## src/rtl/neural_layer_engine.sv

```systemverilog
// neural_layer_engine: sequences 1..MAX_LAYERS square fully-connected layers.
// Each layer fetches one weight word per input index from external RAM with a
// one-cycle read latency. Every unit multiply-accumulates, then its result is
// shifted, saturated and optionally rectified. The result becomes the unit's
// input for the next layer.
module neural_layer_engine #(
    parameter int NUM_UNITS  = 4,
    parameter int DATA_W     = 32,
    parameter int WEIGHT_W   = 8,
    parameter int FRAC_BITS  = 0,
    parameter int MAX_LAYERS = 4,
    parameter int AW         = (MAX_LAYERS * NUM_UNITS > 1) ? $clog2(MAX_LAYERS * NUM_UNITS) : 1,
    parameter int LC_W       = $clog2(MAX_LAYERS) + 1
) (
    input  logic                          clk,
    input  logic                          reset,
    input  logic                          start,
    input  logic [LC_W-1:0]               layer_cnt,
    input  logic                          relu_en,
    input  logic [NUM_UNITS*DATA_W-1:0]   in_data,
    output logic                          weight_rd,
    output logic [AW-1:0]                 weight_addr,
    input  logic [NUM_UNITS*WEIGHT_W-1:0] weight_data,
    output logic [NUM_UNITS*DATA_W-1:0]   out_data,
    output logic                          busy,
    output logic                          done,
    output logic                          ovf
);

    localparam int IDX_W = (NUM_UNITS > 1) ? $clog2(NUM_UNITS) : 1;
    localparam int ACC_W = DATA_W + WEIGHT_W + $clog2(NUM_UNITS);

    // Saturation bounds expressed at accumulator width
    localparam logic signed [ACC_W-1:0] SAT_MAX = {{(ACC_W-DATA_W+1){1'b0}}, {(DATA_W-1){1'b1}}};
    localparam logic signed [ACC_W-1:0] SAT_MIN = {{(ACC_W-DATA_W+1){1'b1}}, {(DATA_W-1){1'b0}}};

    typedef enum logic [2:0] {
        ST_IDLE  = 3'd0,
        ST_RUN   = 3'd1,
        ST_DRAIN = 3'd2,
        ST_WB    = 3'd3,
        ST_DONE  = 3'd4
    } state_t;

    // Activation: shift, saturate, rectify. Bit DATA_W flags a clamp.
    function automatic logic [DATA_W:0] act_f(input logic signed [ACC_W-1:0] x,
                                              input logic                    relu);
        logic signed [ACC_W-1:0] y;
        logic [DATA_W-1:0]       v;
        logic                    clamp;
        y = x >>> FRAC_BITS;
        if (y > SAT_MAX) begin
            v     = SAT_MAX[DATA_W-1:0];
            clamp = 1'b1;
        end else if (y < SAT_MIN) begin
            v     = SAT_MIN[DATA_W-1:0];
            clamp = 1'b1;
        end else begin
            v     = y[DATA_W-1:0];
            clamp = 1'b0;
        end
        if (relu && v[DATA_W-1]) begin
            v = '0;
        end else begin
            v = v;
        end
        return {clamp, v};
    endfunction

    // Weight RAM address for a (layer, input index) pair
    function automatic logic [AW-1:0] addr_f(input logic [LC_W-1:0]  l,
                                             input logic [IDX_W-1:0] i);
        return AW'(32'(l) * 32'(NUM_UNITS) + 32'(i));
    endfunction

    state_t                  state_r, state_nxt_s;
    logic [LC_W-1:0]         layer_r, layer_nxt_s;
    logic [IDX_W-1:0]        idx_r, idx_nxt_s;
    logic [LC_W-1:0]         lcnt_r, lc_eff_s;
    logic                    relu_r;
    logic                    accept_s, wb_s, last_s;

    logic                    weight_rd_r, busy_r, done_r, ovf_r;
    logic [AW-1:0]           weight_addr_r;
    logic [IDX_W-1:0]        idx_rd_r, idx_d_r;
    logic                    valid_r;
    logic [NUM_UNITS*DATA_W-1:0] out_data_r;

    logic signed [DATA_W-1:0] data_r [NUM_UNITS];
    logic signed [ACC_W-1:0]  acc_r  [NUM_UNITS];
    logic signed [ACC_W-1:0]  prod_s [NUM_UNITS];
    logic [DATA_W:0]          act_s  [NUM_UNITS];
    logic signed [DATA_W-1:0] data_sel_s;
    logic                     clamp_any_s;

    // Effective layer count: zero runs one layer, large values clamp
    always_comb begin
        lc_eff_s = layer_cnt;
        if (layer_cnt == '0) begin
            lc_eff_s = LC_W'(1);
        end else if (layer_cnt > LC_W'(MAX_LAYERS)) begin
            lc_eff_s = LC_W'(MAX_LAYERS);
        end else begin
            lc_eff_s = layer_cnt;
        end
    end

    // Next-state and sequencing decisions
    always_comb begin
        state_nxt_s = state_r;
        layer_nxt_s = layer_r;
        idx_nxt_s   = idx_r;
        accept_s    = 1'b0;
        wb_s        = 1'b0;
        last_s      = (layer_r == (lcnt_r - LC_W'(1)));
        case (state_r)
            ST_IDLE, ST_DONE: begin
                if (start) begin
                    accept_s    = 1'b1;
                    state_nxt_s = ST_RUN;
                    layer_nxt_s = '0;
                    idx_nxt_s   = '0;
                end else begin
                    state_nxt_s = ST_IDLE;
                end
            end
            ST_RUN: begin
                if (idx_r == IDX_W'(NUM_UNITS - 1)) begin
                    state_nxt_s = ST_DRAIN;
                end else begin
                    idx_nxt_s = idx_r + IDX_W'(1);
                end
            end
            ST_DRAIN: begin
                state_nxt_s = ST_WB;
            end
            ST_WB: begin
                wb_s = 1'b1;
                if (last_s) begin
                    state_nxt_s = ST_DONE;
                end else begin
                    layer_nxt_s = layer_r + LC_W'(1);
                    idx_nxt_s   = '0;
                    state_nxt_s = ST_RUN;
                end
            end
            default: begin
                state_nxt_s = ST_IDLE;
            end
        endcase
    end

    // State register plus control outputs registered from the next state
    always_ff @(posedge clk or posedge reset) begin
        if (reset) begin
            state_r       <= ST_IDLE;
            layer_r       <= '0;
            idx_r         <= '0;
            busy_r        <= 1'b0;
            done_r        <= 1'b0;
            weight_rd_r   <= 1'b0;
            weight_addr_r <= '0;
            idx_rd_r      <= '0;
        end else begin
            state_r     <= state_nxt_s;
            layer_r     <= layer_nxt_s;
            idx_r       <= idx_nxt_s;
            busy_r      <= (state_nxt_s == ST_RUN) || (state_nxt_s == ST_DRAIN) ||
                           (state_nxt_s == ST_WB);
            done_r      <= (state_nxt_s == ST_DONE);
            weight_rd_r <= (state_nxt_s == ST_RUN);
            if (state_nxt_s == ST_RUN) begin
                weight_addr_r <= addr_f(layer_nxt_s, idx_nxt_s);
                idx_rd_r      <= idx_nxt_s;
            end else begin
                weight_addr_r <= weight_addr_r;
                idx_rd_r      <= idx_rd_r;
            end
        end
    end

    // Per-unit products and activations for the current accumulator values
    always_comb begin
        data_sel_s  = data_r[idx_d_r];
        clamp_any_s = 1'b0;
        for (int u = 0; u < NUM_UNITS; u++) begin
            prod_s[u]   = ACC_W'(data_sel_s) *
                          ACC_W'($signed(weight_data[u*WEIGHT_W +: WEIGHT_W]));
            act_s[u]    = act_f(acc_r[u], relu_r);
            clamp_any_s = clamp_any_s | act_s[u][DATA_W];
        end
    end

    // Datapath: operand capture, MAC, write-back and result/flag registers
    always_ff @(posedge clk or posedge reset) begin
        if (reset) begin
            valid_r    <= 1'b0;
            idx_d_r    <= '0;
            lcnt_r     <= LC_W'(1);
            relu_r     <= 1'b0;
            ovf_r      <= 1'b0;
            out_data_r <= '0;
            for (int u = 0; u < NUM_UNITS; u++) begin
                data_r[u] <= '0;
                acc_r[u]  <= '0;
            end
        end else begin
            valid_r <= weight_rd_r;
            idx_d_r <= idx_rd_r;
            if (accept_s) begin
                lcnt_r <= lc_eff_s;
                relu_r <= relu_en;
                ovf_r  <= 1'b0;
                for (int u = 0; u < NUM_UNITS; u++) begin
                    data_r[u] <= in_data[u*DATA_W +: DATA_W];
                    acc_r[u]  <= '0;
                end
            end else if (wb_s) begin
                ovf_r <= ovf_r | clamp_any_s;
                for (int u = 0; u < NUM_UNITS; u++) begin
                    data_r[u] <= act_s[u][DATA_W-1:0];
                    acc_r[u]  <= '0;
                    if (last_s) begin
                        out_data_r[u*DATA_W +: DATA_W] <= act_s[u][DATA_W-1:0];
                    end else begin
                        out_data_r[u*DATA_W +: DATA_W] <= out_data_r[u*DATA_W +: DATA_W];
                    end
                end
            end else if (valid_r) begin
                for (int u = 0; u < NUM_UNITS; u++) begin
                    acc_r[u] <= acc_r[u] + prod_s[u];
                end
            end else begin
                ovf_r <= ovf_r;
            end
        end
    end

    assign weight_rd   = weight_rd_r;
    assign weight_addr = weight_addr_r;
    assign busy        = busy_r;
    assign done        = done_r;
    assign ovf         = ovf_r;
    assign out_data    = out_data_r;

endmodule

```

## config.mk

```make
export PLATFORM = sky130hd
export DESIGN_NAME = neural_layer_engine
export DESIGN_NICKNAME = d
export VERILOG_FILES = /design/src/rtl/neural_layer_engine.sv
export SDC_FILE = /design/constraint.sdc
export NUM_CORES = 2
export LEC_CHECK = 0
export CAP_MARGIN = 5
export CELL_PAD_IN_SITES_DETAIL_PLACEMENT = 2
export CELL_PAD_IN_SITES_GLOBAL_PLACEMENT = 2
export CORE_MARGIN = 2
export CORE_UTILIZATION = 41
export DETAILED_ROUTE_END_ITERATION = 8
export PLACE_DENSITY = 0.83
export SLEW_MARGIN = 5
export SYNTH_ARGS = -nofsm -noshare
export SYNTH_HDL_FRONTEND = slang
export SYNTH_SLANG_ARGS = --single-unit
export TNS_END_PERCENT = 20
```

## constraint.sdc

```tcl
create_clock -name clk -period 18.8 [get_ports clk]
set_input_delay 4.7 -clock clk [delete_from_list [all_inputs] [get_ports clk]]
set_output_delay 4.7 -clock clk [all_outputs]
set_load 0.01 [all_outputs]
```

; After elaboration in Yosys (flattened, before gate mapping)
; Index checks and enable logic that the tools add are counted.
[op_classes]
add_sub_neg = 8
multipliers = 4
n_lt_le_gt_ge = 10
eq_ne = 10
mux = 46
bitwise = 6
n_reduce_logical = 12
[op_table]
columns = operator, count
row1 = $mux 168, 3
row2 = $mux 32, 14
row3 = $mux 128, 2
row4 = $add 42x40->42, 4
row5 = $gt 42x32->1 const B, 4
row6 = $lt 42x32->1 const B, 4
row7 = $mul 32x8->40, 4
row8 = $bmux 32 s2, 1
row9 = $mux 3, 6
row10 = $mux 1, 14
row11 = $eq 3x2->1 const B, 4
row12 = $pmux 3 s4, 1
row13 = $eq 3x1->1 const B, 2
row14 = $eq 3x3->1 const B, 2
row15 = $logic_not 3->1, 2
row16 = $mux 2, 3
row17 = $pmux 2 s3, 1
row18 = $pmux 3 s2, 1
row19 = $add 4x2->4, 1
row20 = $logic_and 1x1->1, 4
row21 = $or 1x1->1, 4
row22 = $add 3x1->3 const B, 1
row23 = $eq 3x3->1, 1
row24 = $ge 3x3->1 const B, 1
row25 = other kinds (11), 12
[totals]
reg_bits = 449
in_bits = 167
output_inout_bits = 136
elab_cells = 118

; Longest topological paths before layout
[logic_depth]
depth_word = 9
depth_mapped = 28
ltp_nobuf = 24

; Least setup slack after synthesis
; OpenSTA, ideal clock, no wires.
[synth_path]
kind = in2reg
startpoint = input port weight_data[24]
endpoint = register acc_r[41] (netlist bit)
setup_ns = 0.123
arrival_ns = 9.910
t_required_ns = 18.677
setup_slack_ns = 8.768
stages = 22
path_buffers = 1
cell_sequence = clkbuf_1 nand2_1 fa_1 inv_1 fa_1 inv_1 fa_1 inv_1 fa_1 fa_1 ha_1 o21ai_0 nor2_1 o31ai_2 o31ai_2 a221oi_2 o31ai_2 nor2b_4 o31ai_4 o21ai_2 mux2_4 mux2i_1
[synth_between]
elab_chain_cells = 5
[synth_rtl]
columns = element, line_no
row1 = start: declaration, 23  ; input logic [NUM_UNITS*WEIGHT_W-1:0] weight_data,
row2 = $mul 32x8->40, 187  ; prod_s[u] = ACC_W'(data_sel_s) *
row3 = $add 42x40->42, 231  ; acc_r[u] <= acc_r[u] + prod_s[u];
row4 = $mux 168, 229  ; end else if (valid_r) begin
row5 = $mux 168, 218  ; end else if (wb_s) begin
row6 = $mux 168, 210  ; if (accept_s) begin
row7 = end signal: indexed assignment, 231
row8 = end: declaration, 90  ; logic signed [ACC_W-1:0] acc_r [NUM_UNITS];
; Every way passes these cells. The select of a mux whose other input is x is not followed.
; A chain may end at the register's enable or synchronous reset.

; Worst setup path after layout
[layout_path]
startpoint = input port weight_data[18]
endpoint = register acc_r[78] (netlist bit)
; The elaborated chain is that of the path after synthesis.

==> summary.txt <==
Cells and area
  – Layout cell share with drive strength beyond 1: 0.0442
  – P&R area growth vs syn: 11.6%
  – Fin nets: 7379

Synth
  – Post-synth top area share: 0.348
  – Count leader, synth: fa_1
  – Sequential fraction of the synthesis area: 0.196
  – Mapped Cells: 5792
  – Syn Area/Cell: 9.85 µm²
  – Post-synth ARST share: 1.00
  – Top_reg_cell synth: dfrtp_1
  – Synth top area cells: fa_1 (35%), dfrtp_1 (20%), ha_1 (7.9%)
  – Synth unique cells: 80
  – Netlist Area Pre-Place: around 57000 µm²
  – Warnings from Yosys: 0
  – Post-Syn Nets: 7313
  – Yosys top cell by area: fa_1
  – Seq cells post-synth: 447
  – Post-synth EDFFs: 0
  – Commonest cells in the netlist: fa_1 (992), inv_1 (631), and2_1 (620), nand2_1 (542), o21ai_0 (473)

Global route
  – Antenna violations before repair: 18
  – Overflow after GRT: 0
  – Largest net degree at the start of global routing: 136
  – Vias in the first global route: ~55000
  – Tot GR Track Use: 0.317
  – First-pass GRT wire length: 340000 µm

Hold path
  – Hold Crit Depth: 0
  – Hold Path Sink: idx_d_r[1]$_DFF_PP0_
  – Hold Startpoint: weight_addr[1]$_DFFE_PP0P_
  – Hold Crit Class: flip-flop to flip-flop

Die
  – Chip Width: ~380 µm
  – Rows: 136
  – Die area: around 140000 µm²
  – IO Count: between 300 and 400
  – Initial cell density of the core: 0.414
  – Die Y: 377 µm
  – Core footprint: 138000 µm²

Placed design
  – Port buffer count: 302
  – Gp weighted congestion: 0.886
  – HPWL Detailed: 168000 µm

Timing
  – Final count of pins violating max slew: 0
  – RSZ-0062 raised after global routing: no
  – Period minus WS final: 11.74 ns
  – Max Freq: 0.0852 GHz
  – Worst Max-Slew Pin Slew: between 1 and 1.5 ns
  – Final setup violation count: 0
  – Worst Skew: 0.0505 ns
  – Crit share post-route: 0.624
  – TNS Setup: 0 ns
  – Slew HR: 0.0794
  – Hold Vio Cnt, Final: 0

CTS
  – Post-CTS Resized: 0
  – Clk buf depth: 3
  – Clk sinks: 447
  – Worst-Skew Late Latency: a little over 0.7 ns
  – Post-CTS Hold Fix Bufs: 0
  – CTS buffer count: between 50 and 60
  – Register clock-pin slew on the reported worst setup and hold paths: 0.06 ns
  – TritonCTS clock tree: built
  – Post-CTS setup buffer count: 0
  – H-tree depth: 2
  – Clock root cell: clkbuf_16

Critical path
  – Reg2reg setup slack: roughly 10 ns
  – Data required time of the critical path: 19.40 ns
  – Peak fanout along the critical path: 32
  – R2r startpoint: idx_d_r[1]$_DFF_PP0_
  – WP data arrival: 12.34 ns
  – R2R Path End: acc_r[78]$_DFFE_PP0P_
  – Crit path kind: input pin to flip-flop
  – CP Launch Type: input pin
  – Worst Setup End Kind: flip-flop
  – R2R depth: 22

Routing
  – Vias per inst: 5.85
  – DRT iter0 DRCs: between 2000 and 3000
  – DRT Pass-1 Iters: 5
  – DRC: 0
  – Via count: 45086
  – Final WL: 220000 µm
  – WL per Instance: 28.6 µm
  – Post-route ant nets: 0

Run status
  – Status: complete, no violations

Job
  – Max cap viols: 0
-- critical path: stages --
cell,delay (ns)
clkdlybuf4s50_1,1.29
nand2_1,0.28
fa_1,0.60
fa_1,0.55
inv_1,0.05
fa_1,0.46
fa_1,0.54
fa_1,0.44
ha_1,0.27
o31ai_1,0.56
o211ai_1,0.30
o41a_1,0.46
a211o_1,0.39
a211oi_1,0.36
o31ai_1,0.26
nor3_1,0.35
nor2_1,0.12
xnor2_1,0.14
o21ai_0,0.21
-- sequential cells by signal, indices dropped and copies added (netlist names) --
name,count
acc_r,168
busy,1
data_r,128
done,1
idx_d_r,2
idx_r,2
layer_r,3
lcnt_r,3
out_data,128
ovf,1
relu_r,1
state_r,3
valid_r,1
weight_addr,4
weight_rd,1
-- final cells by class --
cell class                      instances  area (µm²)
Timing Repair Buffer                  365        3490
Clock inverter                         30         443
Fill cell                           14334       74200
Multi-Input combinational cell       4355       42200
Tap cell                             1794        2240
Clock buffer                           76        1630
Sequential cell                       447       11200
Antenna cell                            5        12.5
Inverter                              632        2380
-- layout by cell type (no fill, tap or decap), types with 44 or more instances in the layout --
cell type        Yosys  final
clkbuf_16            0     58
clkdlybuf4s50_1      0    296
a21o_1              86     86
ha_1               362    362
inv_1              631    630
xor2_1              44     44
buf_4                0     61
xnor2_1            106    106
a21oi_1            147    147
o21ai_0            473    463
fa_1               992    992
nor2_1             316    313
nand2_1            542    539
mux2i_1             88     88
dfrtp_1            446    443
and2_1             620    619
a22oi_1            125    125
-- how the worst max path moves through the flow --
stage	from	endpoint	cells after the start
floorplan	reset	acc_r[0]$_DFFE_PP0P_	1
global placement	weight_data[26]	acc_r[41]$_DFFE_PP0P_	20
detailed placement	weight_data[2]	acc_r[154]$_DFFE_PP0P_	19
CTS	weight_data[2]	acc_r[154]$_DFFE_PP0P_	19
global route	weight_data[18]	acc_r[78]$_DFFE_PP0P_	19
finish	weight_data[18]	acc_r[78]$_DFFE_PP0P_	19
-- layer usage --
layer | wire length (µm) | track usage | vias up
met1 | 83000 | 0.375 | 24247
met2 | 110000 | 0.545 | 1482
met3 | 11700 | 0.0450 | 586
li1 | - | - | 18761
met5 | 64 | 0 | -
met4 | 15700 | 0.191 | 10
-- cell families (layout without fill, tap and decap cells) --
group	Yosys count	count (layout)	share of synthesized area
buf+inv	990	1103	0.0652
flops	447	447	0.196
other cells	0	5	0
mux	128	128	0.0297
fa+ha+maj	1354	1354	0.428
xor+xnor	150	150	0.0230
compound gates	1045	1045	0.113
simple gates	1678	1678	0.146
-- per-stage QoR --
stage	setup slack (ns)	hold slack, ns	util	cells	cell area, µm²
2_1_floorplan	1.64	0.416	-	5792	57000
3_3_place_gp	7.12	0.384	0.447	7593	61600
3_5_place_dp	6.64	0.402	0.447	7593	61600
4_1_cts	7.23	0.416	0.462	7699	63700
5_1_grt	6.81	0.429	0.462	7699	63600
6_report	7.06	0.417	0.462	7704	63600
Power is left out: the tool's default activity adds up to more than one toggle a clock period on the data nets, which glitch-free logic cannot reach.
